### config.mk
export PLATFORM = sky130hd
export DESIGN_NAME = piso_serializer
export DESIGN_NICKNAME = d
export VERILOG_FILES = /design/src/rtl/piso_pkg.sv /design/src/rtl/piso_bit_counter.sv /design/src/rtl/piso_serializer.sv
export SDC_FILE = /design/constraint.sdc
export NUM_CORES = 1
export LEC_CHECK = 0
export ABC_AREA = 1
export BUFFER_PORTS_ARGS = -buffer_cell sky130_fd_sc_hd__buf_4
export CAP_MARGIN = 20
export CORE_MARGIN = 1
export CORE_UTILIZATION = 50
export CTS_BUF_LIST = sky130_fd_sc_hd__clkbuf_8
export DETAILED_ROUTE_END_ITERATION = 12
export PLACE_DENSITY = 0.78
export SLEW_MARGIN = 40
export SYNTH_ARGS = -nofsm -noshare
export SYNTH_HDL_FRONTEND = slang
export SYNTH_SLANG_ARGS = --single-unit
### constraint.sdc
create_clock -name clk_i -period 2.4 [get_ports clk_i]
set_input_delay 0.36 -clock clk_i [delete_from_list [all_inputs] [get_ports clk_i]]
set_output_delay 0.36 -clock clk_i [all_outputs]
set_load 0.02 [all_outputs]
### src/rtl/piso_pkg.sv
// Shared definitions for the parallel-in/serial-out transmitter.
// Holds the FSM state encodings and the bit-counter width helper.
// Imported by piso_serializer.
package piso_pkg;

    // FSM state encodings
    localparam logic [0:0] IDLE  = 1'b0;
    localparam logic [0:0] SHIFT = 1'b1;

    // Counter width large enough for a frame of DATA_W data bits plus an
    // optional parity bit, so the same width works in both builds.
    function automatic int cnt_w(input int data_w);
        return $clog2(data_w + 2);
    endfunction

endpackage

### src/rtl/piso_bit_counter.sv
// Beat counter for the serializer: enabled up-counter with synchronous clear-to-0.
// Latency: count updates on the clock after en_i/clr_i; tc_o is combinational from the count.
// Ports: clk_i, rst_i (sync, active-high), clr_i (load 0, wins over en_i), en_i,
//        cnt_o (current count), tc_o (cnt_o == FLEN-1).
module piso_bit_counter #(
    parameter int CNT_W = 4,
    parameter int FLEN  = 8
) (
    input  logic             clk_i,
    input  logic             rst_i,
    input  logic             clr_i,
    input  logic             en_i,
    output logic [CNT_W-1:0] cnt_o,
    output logic             tc_o
);

    logic [CNT_W-1:0] cnt_q;
    logic [CNT_W-1:0] cnt_d;

    always_comb begin
        cnt_d = cnt_q;
        if (clr_i) begin
            cnt_d = '0;
        end else if (en_i) begin
            cnt_d = cnt_q + 1'b1;
        end
    end

    always_ff @(posedge clk_i) begin
        if (rst_i) begin
            cnt_q <= '0;
        end else begin
            cnt_q <= cnt_d;
        end
    end

    assign cnt_o = cnt_q;
    assign tc_o  = (cnt_q == CNT_W'(FLEN - 1));

endmodule

### src/rtl/piso_serializer.sv
// Parallel-in/serial-out transmitter: one DATA_W word per valid/ready accept, one bit per shift_en_i beat.
// Latency: first bit on ser_o the cycle after accept; frames run back-to-back with no gap.
// Backpressure: shift_en_i=0 holds the current bit; ready_o is high in IDLE or while the last bit is consumed.
// Ports: clk_i, rst_i (sync, active-high), data_i/valid_i/ready_o (word input),
//        shift_en_i (downstream beat enable), ser_o/ser_valid_o/first_o/last_o (serial output).
// Build option: define PISO_PARITY_EN to append an even-parity bit (^word) after the data bits.
module piso_serializer
    import piso_pkg::*;
#(
    parameter int DATA_W    = 8,
    parameter int MSB_FIRST = 1
) (
    input  logic              clk_i,
    input  logic              rst_i,
    input  logic [DATA_W-1:0] data_i,
    input  logic              valid_i,
    output logic              ready_o,
    input  logic              shift_en_i,
    output logic              ser_o,
    output logic              ser_valid_o,
    output logic              first_o,
    output logic              last_o
);

    localparam int CNT_W = cnt_w(DATA_W);
`ifdef PISO_PARITY_EN
    localparam int FLEN = DATA_W + 1;
`else
    localparam int FLEN = DATA_W;
`endif

    logic [0:0]        state_q;
    logic [0:0]        state_d;
    logic [DATA_W-1:0] shreg_q;
    logic [DATA_W-1:0] shreg_d;
    logic [CNT_W-1:0]  cnt;
    logic              tc;
    logic              in_shift;
    logic              beat;
    logic              frame_done;
    logic              accept;
    logic              data_bit;

    assign in_shift   = (state_q == SHIFT);
    assign beat       = in_shift & shift_en_i;
    assign frame_done = beat & tc;

    // Accepting while the last bit is consumed lets the next frame start on
    // the following cycle. Reset masks ready so nothing is taken during it.
    assign ready_o = ~rst_i & (~in_shift | frame_done);
    assign accept  = valid_i & ready_o;

    assign data_bit = (MSB_FIRST != 0) ? shreg_q[DATA_W-1] : shreg_q[0];

    always_comb begin
        state_d = state_q;
        shreg_d = shreg_q;
        if (accept) begin
            state_d = SHIFT;
            shreg_d = data_i;
        end else begin
            if (frame_done) begin
                state_d = IDLE;
            end
            if (beat) begin
                if (MSB_FIRST != 0) begin
                    shreg_d = {shreg_q[DATA_W-2:0], 1'b0};
                end else begin
                    shreg_d = {1'b0, shreg_q[DATA_W-1:1]};
                end
            end
        end
    end

    always_ff @(posedge clk_i) begin
        if (rst_i) begin
            state_q <= IDLE;
            shreg_q <= '0;
        end else begin
            state_q <= state_d;
            shreg_q <= shreg_d;
        end
    end

    // Restart at 0 on a new word or at the end of a frame, so IDLE always
    // sees a zero count.
    piso_bit_counter #(
        .CNT_W (CNT_W),
        .FLEN  (FLEN)
    ) u_cnt (
        .clk_i (clk_i),
        .rst_i (rst_i),
        .clr_i (accept | frame_done),
        .en_i  (beat),
        .cnt_o (cnt),
        .tc_o  (tc)
    );

`ifdef PISO_PARITY_EN
    logic parity_q;
    logic parity_d;

    always_comb begin
        parity_d = parity_q;
        if (accept) begin
            parity_d = ^data_i;
        end
    end

    always_ff @(posedge clk_i) begin
        if (rst_i) begin
            parity_q <= 1'b0;
        end else begin
            parity_q <= parity_d;
        end
    end

    // Once the data bits are exhausted the parity bit takes over the line.
    assign ser_o = in_shift & ((cnt == CNT_W'(DATA_W)) ? parity_q : data_bit);
`else
    assign ser_o = in_shift & data_bit;
`endif

    assign ser_valid_o = in_shift;
    assign first_o     = in_shift & (cnt == '0);
    assign last_o      = in_shift & tc;

endmodule
==> results of run 1 <==
routing by layer:
metal	vias up	share of wire (%)	GRT usage, %	wire length [um]
met3	2	4.6	6.67	70
met5	-	0	0	0
met1	300	47	27.3	719
met4	0	0.79	5.00	12
li1	377	-	-	-
met2	19	47	38.7	721
critical path, cell delays in order, from the launching register on:
cell and delay [ns]:
dfxtp_1 0.46, nand2_2 0.22, inv_2 0.23, nand2_2 0.12, a21oi_1 0.19, buf_4 0.17
synthesized netlist by cell type:
cell,number
nand2_1,29
dfxtp_1,13
inv_1,13
a21oi_1,12
nand3_1,12
nand4_1,7
nor2_1,4
clkbuf_1,3
ha_1,2
nand2_2,2
a21oi_2,1
buf_2,1
buf_6,1
clkinv_1,1
inv_2,1
nand2_4,1
nand3_2,1
nand3_4,1
nor3_1,1
xor2_1,1
area by class of cell:
| class | instances | area share (%) |
|---|---|---|
| clock buffer | 3 | 4.65 |
| clock inverter | 1 | 0.423 |
| inverter | 15 | 6.35 |
| multi-input combinational | 74 | 43.6 |
| sequential | 13 | 29.3 |
| tap | 15 | 2.12 |
| timing repair buffer | 16 | 13.5 |
power groups by stage:
| stage | Sequential [mW] | Combinational, mW | Clock [mW] |
|---|---|---|---|
| 3_3_place_gp | 0.240 | 0.0784 | 0 |
| 6_report | 0.235 | 0.0800 | 0.188 |
| 5_1_grt | 0.237 | 0.0892 | 0.203 |
| 4_1_cts | 0.235 | 0.0804 | 0.188 |
| 3_5_place_dp | 0.240 | 0.0800 | 0 |
| 2_1_floorplan | 0.240 | 0.0526 | 0 |
worst paths after layout:
path | to | slack (ns) | cells after the start
max | ready_o | 0.41 | 5
min | ser_valid_o | 0.37 | 2
max reg2reg | shreg_q[2] | 0.68 | 8
min reg2reg | shreg_q[0] | 0.48 | 2
metrics by stage:
stage          hold WS (ns)  total power [mW]  area [um^2]  setup WS [ns]  utilization, %
2_1_floorplan         0.457             0.292          731          0.835               -
3_3_place_gp          0.469             0.318          842          0.732            63.1
3_5_place_dp          0.476             0.320          842          0.661            63.1
4_1_cts               0.371             0.504          887          0.400            66.5
5_1_grt               0.377             0.529          887          0.311            66.5
6_report              0.371             0.503          887          0.410            66.5
registers in the layout, summed over array words and instances (netlist names):
register and flops:
ser_valid_o 1, u_cnt.cnt_o 4, shreg_q 8
cell families (layout without fill, tap and decap cells):
logic type                 count (synthesis)  count (layout)  synth area share [%]
DFF                                       13              13                  35.6
adders and majority gates                  2               2                  3.42
and+or+nand+nor                           58              58                  38.9
buffers and inverters                     20              35                  11.5
xor gates and xnor gates                   1               1                  1.20
AOI/OAI and AO/OA                         13              13                  9.42
==> out/metrics.yaml, run 1 <==
status:
  outcome: "finished clean"
clocking:
  cts_buffers: 3
  cts_sinks: 13
  cts_tree: "built"
  cts_setup_buffers: 0
  cts-root-buf: "clkbuf_8"
  cts_max_level: 1
  clk_latency_ns: 0.24
  path_clk_slew_ns: 0.06
  clockBufferDepth: 2
  post_cts_resize_count: 0
  cts_hold_buffers: 0
routing:
  drt_first_pass_iters: 4
  vias: 698
  drcViolationCount: 0
  drt-wirelength-per-cell_um: 11.1
  first_iter_violations: 15
  antenna_left: 0
  routed_via_density: 5.09
  routed_wl_mm: 1.52
power_and_ir_drop:
  vdd_drop_max_v: 0.000501
  pwr-share-seq_pct: 46.8
  leakagePower_nw: 0.416
  clockPowerShare_pct: 37.3
  power_switching_mw: 0.130
  power.density_mw_per_mm2: 567
  intPower_mw: 0.374
  p_sw_share_pct: 25.7
  p_comb_share_pct: 15.9
finish:
  n_fill_cell: 119
  finalNonFillerCells: 137
  layout_commonest_cell: "nand2_1"
  nets: 137
  final_cell_mix: "nand2_1, buf_4, inv_1"
  multi_input_area_um2: 387
  n_antenna_cell: 0
  drive_above_1_share_pct: 21.3
  seq_area_um2: 260
  syn2layout_area_growth_pct: 21.4
global_route:
  grt_pass1_wl_mm: 2.36
  grt_remaining_overflow: 0
  antenna_found_initial: 0
  grt_pass1_vias: 579
  grtUsageTotal_pct: 22.4
  grt_max_degree: 18
sta:
  rsz0062_at_grt: "no"
  relSlewSlack_pct: 77.6
  final_hold_viol_count: 0
  setup_viol: 0
  tightest_slew_ns: 0.334
  max_freq_mhz: 502
  skew_ns: 0.00268
  tns_ns: 0
  period_minus_slack_ns: 1.99
  slew_violations: 0
  finalCritPeriodShare_pct: 82.9
die:
  die_w_um: 40.2
  floorplan.rows: 13
  dieHeight_um: 40.2
  core_area_mm2: 0.00133
  io-pin-count: 17
  die-area_mm2: 0.00162
  start_util_pct: 54.8
logic_synthesis:
  ys_seq_area_share_pct: 35.6
  synth_cells: 107
  synth.net_count: 121
  synth_top_area_share_pct: 35.6
  syn_avg_cell_area_um2: 6.83
  syn-cell-area_um2: 731
  ys_ff_latch: 13
  ys_types: 20
  synth_warnings: 0
  yosysTopAreaCell: "dfxtp_1"
  ys_top_cells_by_area: "dfxtp_1, nand2_1, a21oi_1, nand3_1, inv_1"
run:
  cap_viol_max_count: 0
critical_path:
  reg2reg_from: "ser_valid_o"
  critical_path_peak_fanout: 12
  end_kind: "primary output"
  startpoint: "ser_valid_o"
  required_ns: 2.04
  worst-setup-path-type: "flop to primary output"
  arrival_ns: 1.63
  worstSetupStartpointType: "flop"
worst_hold_path:
  min-delay-path-class: "input pin to flop"
  worstHoldStart: "rst_i"
place:
  port_buffers: 16
  dp.cells: 133
  globalplace.congestion: 0.776
  dp_hpwl_mm: 1.10
(Power assumes the default switching activity.)
==> run 2: changes to the inputs <==
--- a/config.mk
+++ b/config.mk
@@ -5,14 +5,14 @@
 export SDC_FILE = /design/constraint.sdc
 export NUM_CORES = 1
 export LEC_CHECK = 0
-export ABC_AREA = 1
+export ABC_AREA = 0
 export BUFFER_PORTS_ARGS = -buffer_cell sky130_fd_sc_hd__buf_4
 export CAP_MARGIN = 20
 export CORE_MARGIN = 1
-export CORE_UTILIZATION = 50
+export CORE_UTILIZATION = 49
 export CTS_BUF_LIST = sky130_fd_sc_hd__clkbuf_8
 export DETAILED_ROUTE_END_ITERATION = 12
-export PLACE_DENSITY = 0.78
+export PLACE_DENSITY = 0.79
 export SLEW_MARGIN = 40
 export SYNTH_ARGS = -nofsm -noshare
 export SYNTH_HDL_FRONTEND = slang
==> constraint.sdc (replaced) <==
create_clock -name clk_i -period 1.79 [get_ports clk_i]
set_input_delay 0.2685 -clock clk_i [delete_from_list [all_inputs] [get_ports clk_i]]
set_output_delay 0.2685 -clock clk_i [all_outputs]
set_load 0.02 [all_outputs]
==> run 2 against run 1 <==
  * Routed wire length decreased by 2.6%
  * Synthesized cell count decreased by 26%
  * Core utilization increased by 1.1 points
  * Largest cell class unchanged
  * Die area increased by 4.8%
  * Largest power group unchanged
  * Clock-buffer cell count unchanged
==> out/metrics.yaml, run 2 <==
finish:
  n_fill_cell: 119
  drive_above_1_share_pct: 31.6
  finalNonFillerCells: 110
  top_register: "shreg_q"
  layout_commonest_cell: "buf_4"
  finalInstanceArea_um2: 923
  final_cell_mix: "buf_4, dfxtp_1, a21oi_1"
  nets: 110
  largest_register_ffs: 8
  n_antenna_cell: 0
  syn2layout_area_growth_pct: 22.8
place:
  dp.cells: 106
  globalplace.congestion: 0.810
  port_buffers: 16
  place_ws_ns: 0.213
  dp_hpwl_mm: 1.11
  post_dp_cell_area_um2: 870
global_route:
  grt_pass1_wl_mm: 2.21
  antenna_found_initial: 0
  grt_pass1_vias: 510
  grt_max_degree: 15
  grt_remaining_overflow: 0
  grtUsageTotal_pct: 20.0
die:
  io-pin-count: 17
  start_util_pct: 55.0
  die_w_um: 41.2
  dieHeight_um: 41.2
  die-area_mm2: 0.00170
  floorplan.rows: 13
  core_area_mm2: 0.00137
critical_path:
  arrival_ns: 1.44
  startpoint: "u_cnt.cnt_o[0]"
  required_ns: 1.52
  reg2reg_depth: 4
  critical_path_peak_fanout: 5
  end_kind: "primary output"
  worstSetupStartpointType: "flop"
  reg2reg_from: "u_cnt.cnt_o[0]"
  worst-setup-path-type: "flop to primary output"
  r2r_setup_slack_ns: 0.23
  timing.rr.end: "u_cnt.cnt_o[3]"
worst_hold_path:
  worstHoldStart: "rst_i"
  holdPathEnd: "shreg_q[1]"
  min-delay-path-class: "input pin to flop"
  hold-path-cell-count: 2
routing:
  drt-wirelength-per-cell_um: 13.5
  first_iter_violations: 8
  routed_wl_mm: 1.49
  drt_first_pass_iters: 4
  drcViolationCount: 0
  vias: 600
  routed_via_density: 5.45
  antenna_left: 0
logic_synthesis:
  ys_ff_latch: 13
  synth-edff-count: 0
  syn_avg_cell_area_um2: 9.52
  synth_top_area_share_pct: 34.6
  synth_warnings: 0
  syn-cell-area_um2: 752
  synthArstFlopShare_pct: 0
  synth_cells: 79
  ys_types: 26
  yosysMostFrequentCell: "dfxtp_1"
  ys_top_cells_by_area: "dfxtp_1, a211oi_2, mux2i_1, a21oi_1, nand2b_1"
  yosysTopAreaCell: "dfxtp_1"
  synth.net_count: 93
  synth_flop_cell: "dfxtp_1"
  ys_seq_area_share_pct: 34.6
  synthTopCellsByCount: "dfxtp_1, a21oi_1, a211oi_2, mux2i_1, nand2b_1"
power_and_ir_drop:
  power.density_mw_per_mm2: 752
  vdd_drop_max_v: 0.000332
  leakagePower_nw: 0.423
sta:
  skew_ns: 0.00130
  tightest_slew_ns: 0.412
  slew_violations: 0
  setup_viol: 0
  max_freq_mhz: 586
  worst_slack_ns: 0.0827
  period_minus_slack_ns: 1.71
  relSlewSlack_pct: 72.5
  final_hold_viol_count: 0
  finalCritPeriodShare_pct: 95.4
clocking:
  path_clk_slew_ns: 0.06
  clockBufferDepth: 2
  clk_latency_ns: 0.24
  cts_tree: "built"
  cts_max_level: 1
  cts_buffers: 3
  cts_setup_buffers: 0
  cts_sinks: 13
  cts-root-buf: "clkbuf_8"
run:
  cap_viol_max_count: 0
status:
  outcome: "finished clean"
==> run 2: cell types whose count changed after synthesis, sizes merged, moves of 2 or more <==
cell / change
nand2: -27
nand3: -12
inv: -10
a211oi: +7
mux2i: +7
nand2b: +7
nand4: -7
and2: +2
nor2: -2
==> run 2: routing by layer <==
| metal | up-vias | global-route usage, % | share of wire [%] | wire length, um |
|---|---|---|---|---|
| li1 | 311 | - | - | - |
| met1 | 268 | 28.5 | 50 | 745 |
| met4 | 0 | 3.23 | 0 | 0 |
| met2 | 21 | 30.9 | 44 | 653 |
| met3 | 0 | 4.89 | 5.8 | 86 |
| met5 | - | 0 | 0 | 0 |
==> run 2: worst max-delay path: stages (launching register included) <==
cell and delay [ns]:
dfxtp_1 0.40, ha_1 0.26, and3b_1 0.26, and2_1 0.15, buf_4 0.13
==> run 2: how the worst max path moves through the flow <==
stage	cells after the start	slack (ns)	end
2_1_floorplan	4	0.11	first_o
3_3_place_gp	4	0.28	shreg_q[0]
3_5_place_dp	4	0.21	shreg_q[0]
4_1_cts	4	0.06	ready_o
5_1_grt	4	-0.02	last_o
6_report	4	0.08	last_o
==> run 2: cell families after synthesis <==
group,synth area share (%)
simple gates,19.5
compound gates,26.3
flops,34.6
buf+inv,5.82
mux,9.32
fa+ha+maj,3.33
xor+xnor,1.16
==> run 2: through the flow <==
stage | setup TNS [ns] | power, mW | hold WS, ns | utilization (%)
floorplan | 0 | 0.407 | 0.386 | -
global placement | 0 | 0.444 | 0.482 | 63.6
detailed placement | 0 | 0.448 | 0.494 | 63.6
CTS | 0 | 0.698 | 0.324 | 66.9
global route | -0.0369 | 0.729 | 0.325 | 67.6
finish | 0 | 0.694 | 0.324 | 67.6
==> run 2: final cells by class <==
type / count / area, um^2 / share of cell area, %
Clock buffer: 3 / 41.3 / 4.47
Clock inverter: 1 / 3.75 / 0.407
Inverter: 4 / 15.0 / 1.63
Multi-Input combinational cell: 57 / 457 / 49.5
Sequential cell: 13 / 260 / 28.2
Tap cell: 15 / 18.8 / 2.03
Timing Repair Buffer: 17 / 128 / 13.8
==> run 2: repair_timing <==
action	4_1_cts	5_1_grt
gates resized for setup	0	1
hold buffers	0	0
setup endpoints to repair	0	1
==> run 2: where the power goes <==
part,switching (mW),internal [mW]
sequential,0.0124,0.307
combinational,0.0626,0.0597
clock,0.101,0.151
==> run 3: changes to the inputs <==
--- a/config.mk
+++ b/config.mk
@@ -8,11 +8,12 @@
 export ABC_AREA = 0
 export BUFFER_PORTS_ARGS = -buffer_cell sky130_fd_sc_hd__buf_4
 export CAP_MARGIN = 20
-export CORE_MARGIN = 1
+export CORE_MARGIN = 10
 export CORE_UTILIZATION = 49
 export CTS_BUF_LIST = sky130_fd_sc_hd__clkbuf_8
 export DETAILED_ROUTE_END_ITERATION = 12
 export PLACE_DENSITY = 0.79
+export SKIP_CTS_REPAIR_TIMING = 1
 export SLEW_MARGIN = 40
 export SYNTH_ARGS = -nofsm -noshare
 export SYNTH_HDL_FRONTEND = slang
==> run 3 against run 2 <==
  * Routed wire length up 5.6%
  * Register-to-register slack improved by 0.04 ns
  * Largest power group unchanged
  * Non-clock buffer count did not move
  * Setup slack improved by 0.032 ns
  * Hold slack got worse by 0.0076 ns
  * Clock power grew 2%
  * Via count is 2.7% lower
  * Sequential power barely moved
  * Sequential share of layout area barely moved
  * Critical endpoint is now ready_o
==> out/metrics.yaml, run 3 (same netlist as run 2, synthesis figures left out) <==
worst_hold_path:
  hold-path-cell-count: 2
  min-delay-path-class: "input pin to flop"
critical_path:
  worstSetupStartpointType: "flop"
  reg2reg_depth: 4
  critical_path_peak_fanout: 10
  end_kind: "primary output"
  arrival_ns: 1.41
  worst-setup-path-type: "flop to primary output"
  required_ns: 1.52
die:
  die_w_um: 59.2
  core_area_mm2: 0.00147
  io-pin-count: 17
  start_util_pct: 51.1
  die-area_mm2: 0.00350
  dieHeight_um: 59.2
  floorplan.rows: 14
global_route:
  grt_pass1_vias: 526
  grt_remaining_overflow: 0
  grt_max_degree: 15
  antenna_found_initial: 0
  grt_pass1_wl_mm: 2.52
  grtUsageTotal_pct: 9.12
clocking:
  clockBufferDepth: 2
  cts_max_level: 1
  cts-root-buf: "clkbuf_8"
  clk_latency_ns: 0.24
  cts_tree: "built"
  cts_sinks: 13
  path_clk_slew_ns: 0.06
  cts_buffers: 3
routing:
  drt-wirelength-per-cell_um: 14.1
  drt_first_pass_iters: 5
  drcViolationCount: 0
  vias: 584
  routed_wl_mm: 1.57
  first_iter_violations: 8
  routed_via_density: 5.26
  antenna_left: 0
finish:
  drive_above_1_share_pct: 31.6
  finalNonFillerCells: 111
  largest_register_ffs: 8
  layout_commonest_cell: "buf_4"
  top_register: "shreg_q"
  syn2layout_area_growth_pct: 23.0
  final_cell_mix: "buf_4, dfxtp_1, a21oi_1"
  utilization_pct: 62.8
  multi_input_area_um2: 457
  n_antenna_cell: 0
  nets: 110
  n_fill_cell: 139
  seq_area_um2: 260
sta:
  tightest_slew_ns: 0.396
  max_freq_mhz: 597
  holdWs_ns: 0.317
  slew_violations: 0
  tns_ns: 0
  final_hold_viol_count: 0
  finalCritPeriodShare_pct: 93.6
  rsz0062_at_grt: "no"
  period_minus_slack_ns: 1.68
  setup_viol: 0
  relSlewSlack_pct: 73.6
  skew_ns: 0.00109
power_and_ir_drop:
  leakagePower_nw: 0.423
  power.density_mw_per_mm2: 754
  vdd_drop_max_v: 0.000479
place:
  dp_hpwl_mm: 1.21
  port_buffers: 16
  globalplace.congestion: 0.772
  dp.cells: 107
run:
  cap_viol_max_count: 0
status:
  outcome: "finished clean"
run 3: final timing paths:
check / start / to / slack [ns]
hold / removal: rst_i / shreg_q[6] / 0.32
setup reg to reg: u_cnt.cnt_o[0] / shreg_q[0] / 0.27
setup / recovery: u_cnt.cnt_o[0] / ready_o / 0.11
hold reg to reg: u_cnt.cnt_o[1] / u_cnt.cnt_o[1] / 0.50
run 3: layout make-up:
cell class / instances / share of cell area, %
clock buffers: 3 / 4.47
clock inverters: 1 / 0.406
inverters: 4 / 1.62
multi-input cells: 57 / 49.4
flip-flops and latches: 13 / 28.1
well taps: 16 / 2.17
repair buffers: 17 / 13.8
run 3: metal layers:
layer  wire, um  track usage, %  vias to the layer above
met1        797            13.0                      252
met3        113            4.29                        2
met4          9            3.93                        0
met5          0               0                        -
met2        647            11.0                       18
li1           -               -                      312
run 3: stage by stage:
step	power [mW]	setup slack, ns	cell area, um^2
2_1_floorplan	0.407	0.112	752
3_3_place_gp	0.444	0.289	871
3_5_place_dp	0.446	0.219	871
4_1_cts	0.702	0.0485	916
5_1_grt	0.729	0.0296	925
6_report	0.698	0.115	925
run 3: worst max-delay path, stage by stage (launching register included):
cell	delay [ns]
dfxtp_1	0.38
ha_1	0.25
nand4b_4	0.18
a21oi_1	0.19
buf_4	0.16
run 3: power breakdown:
| group | switching (mW) | internal [mW] |
|---|---|---|
| Sequential | 0.00983 | 0.307 |
| Combinational | 0.0629 | 0.0598 |
| Clock | 0.107 | 0.151 |
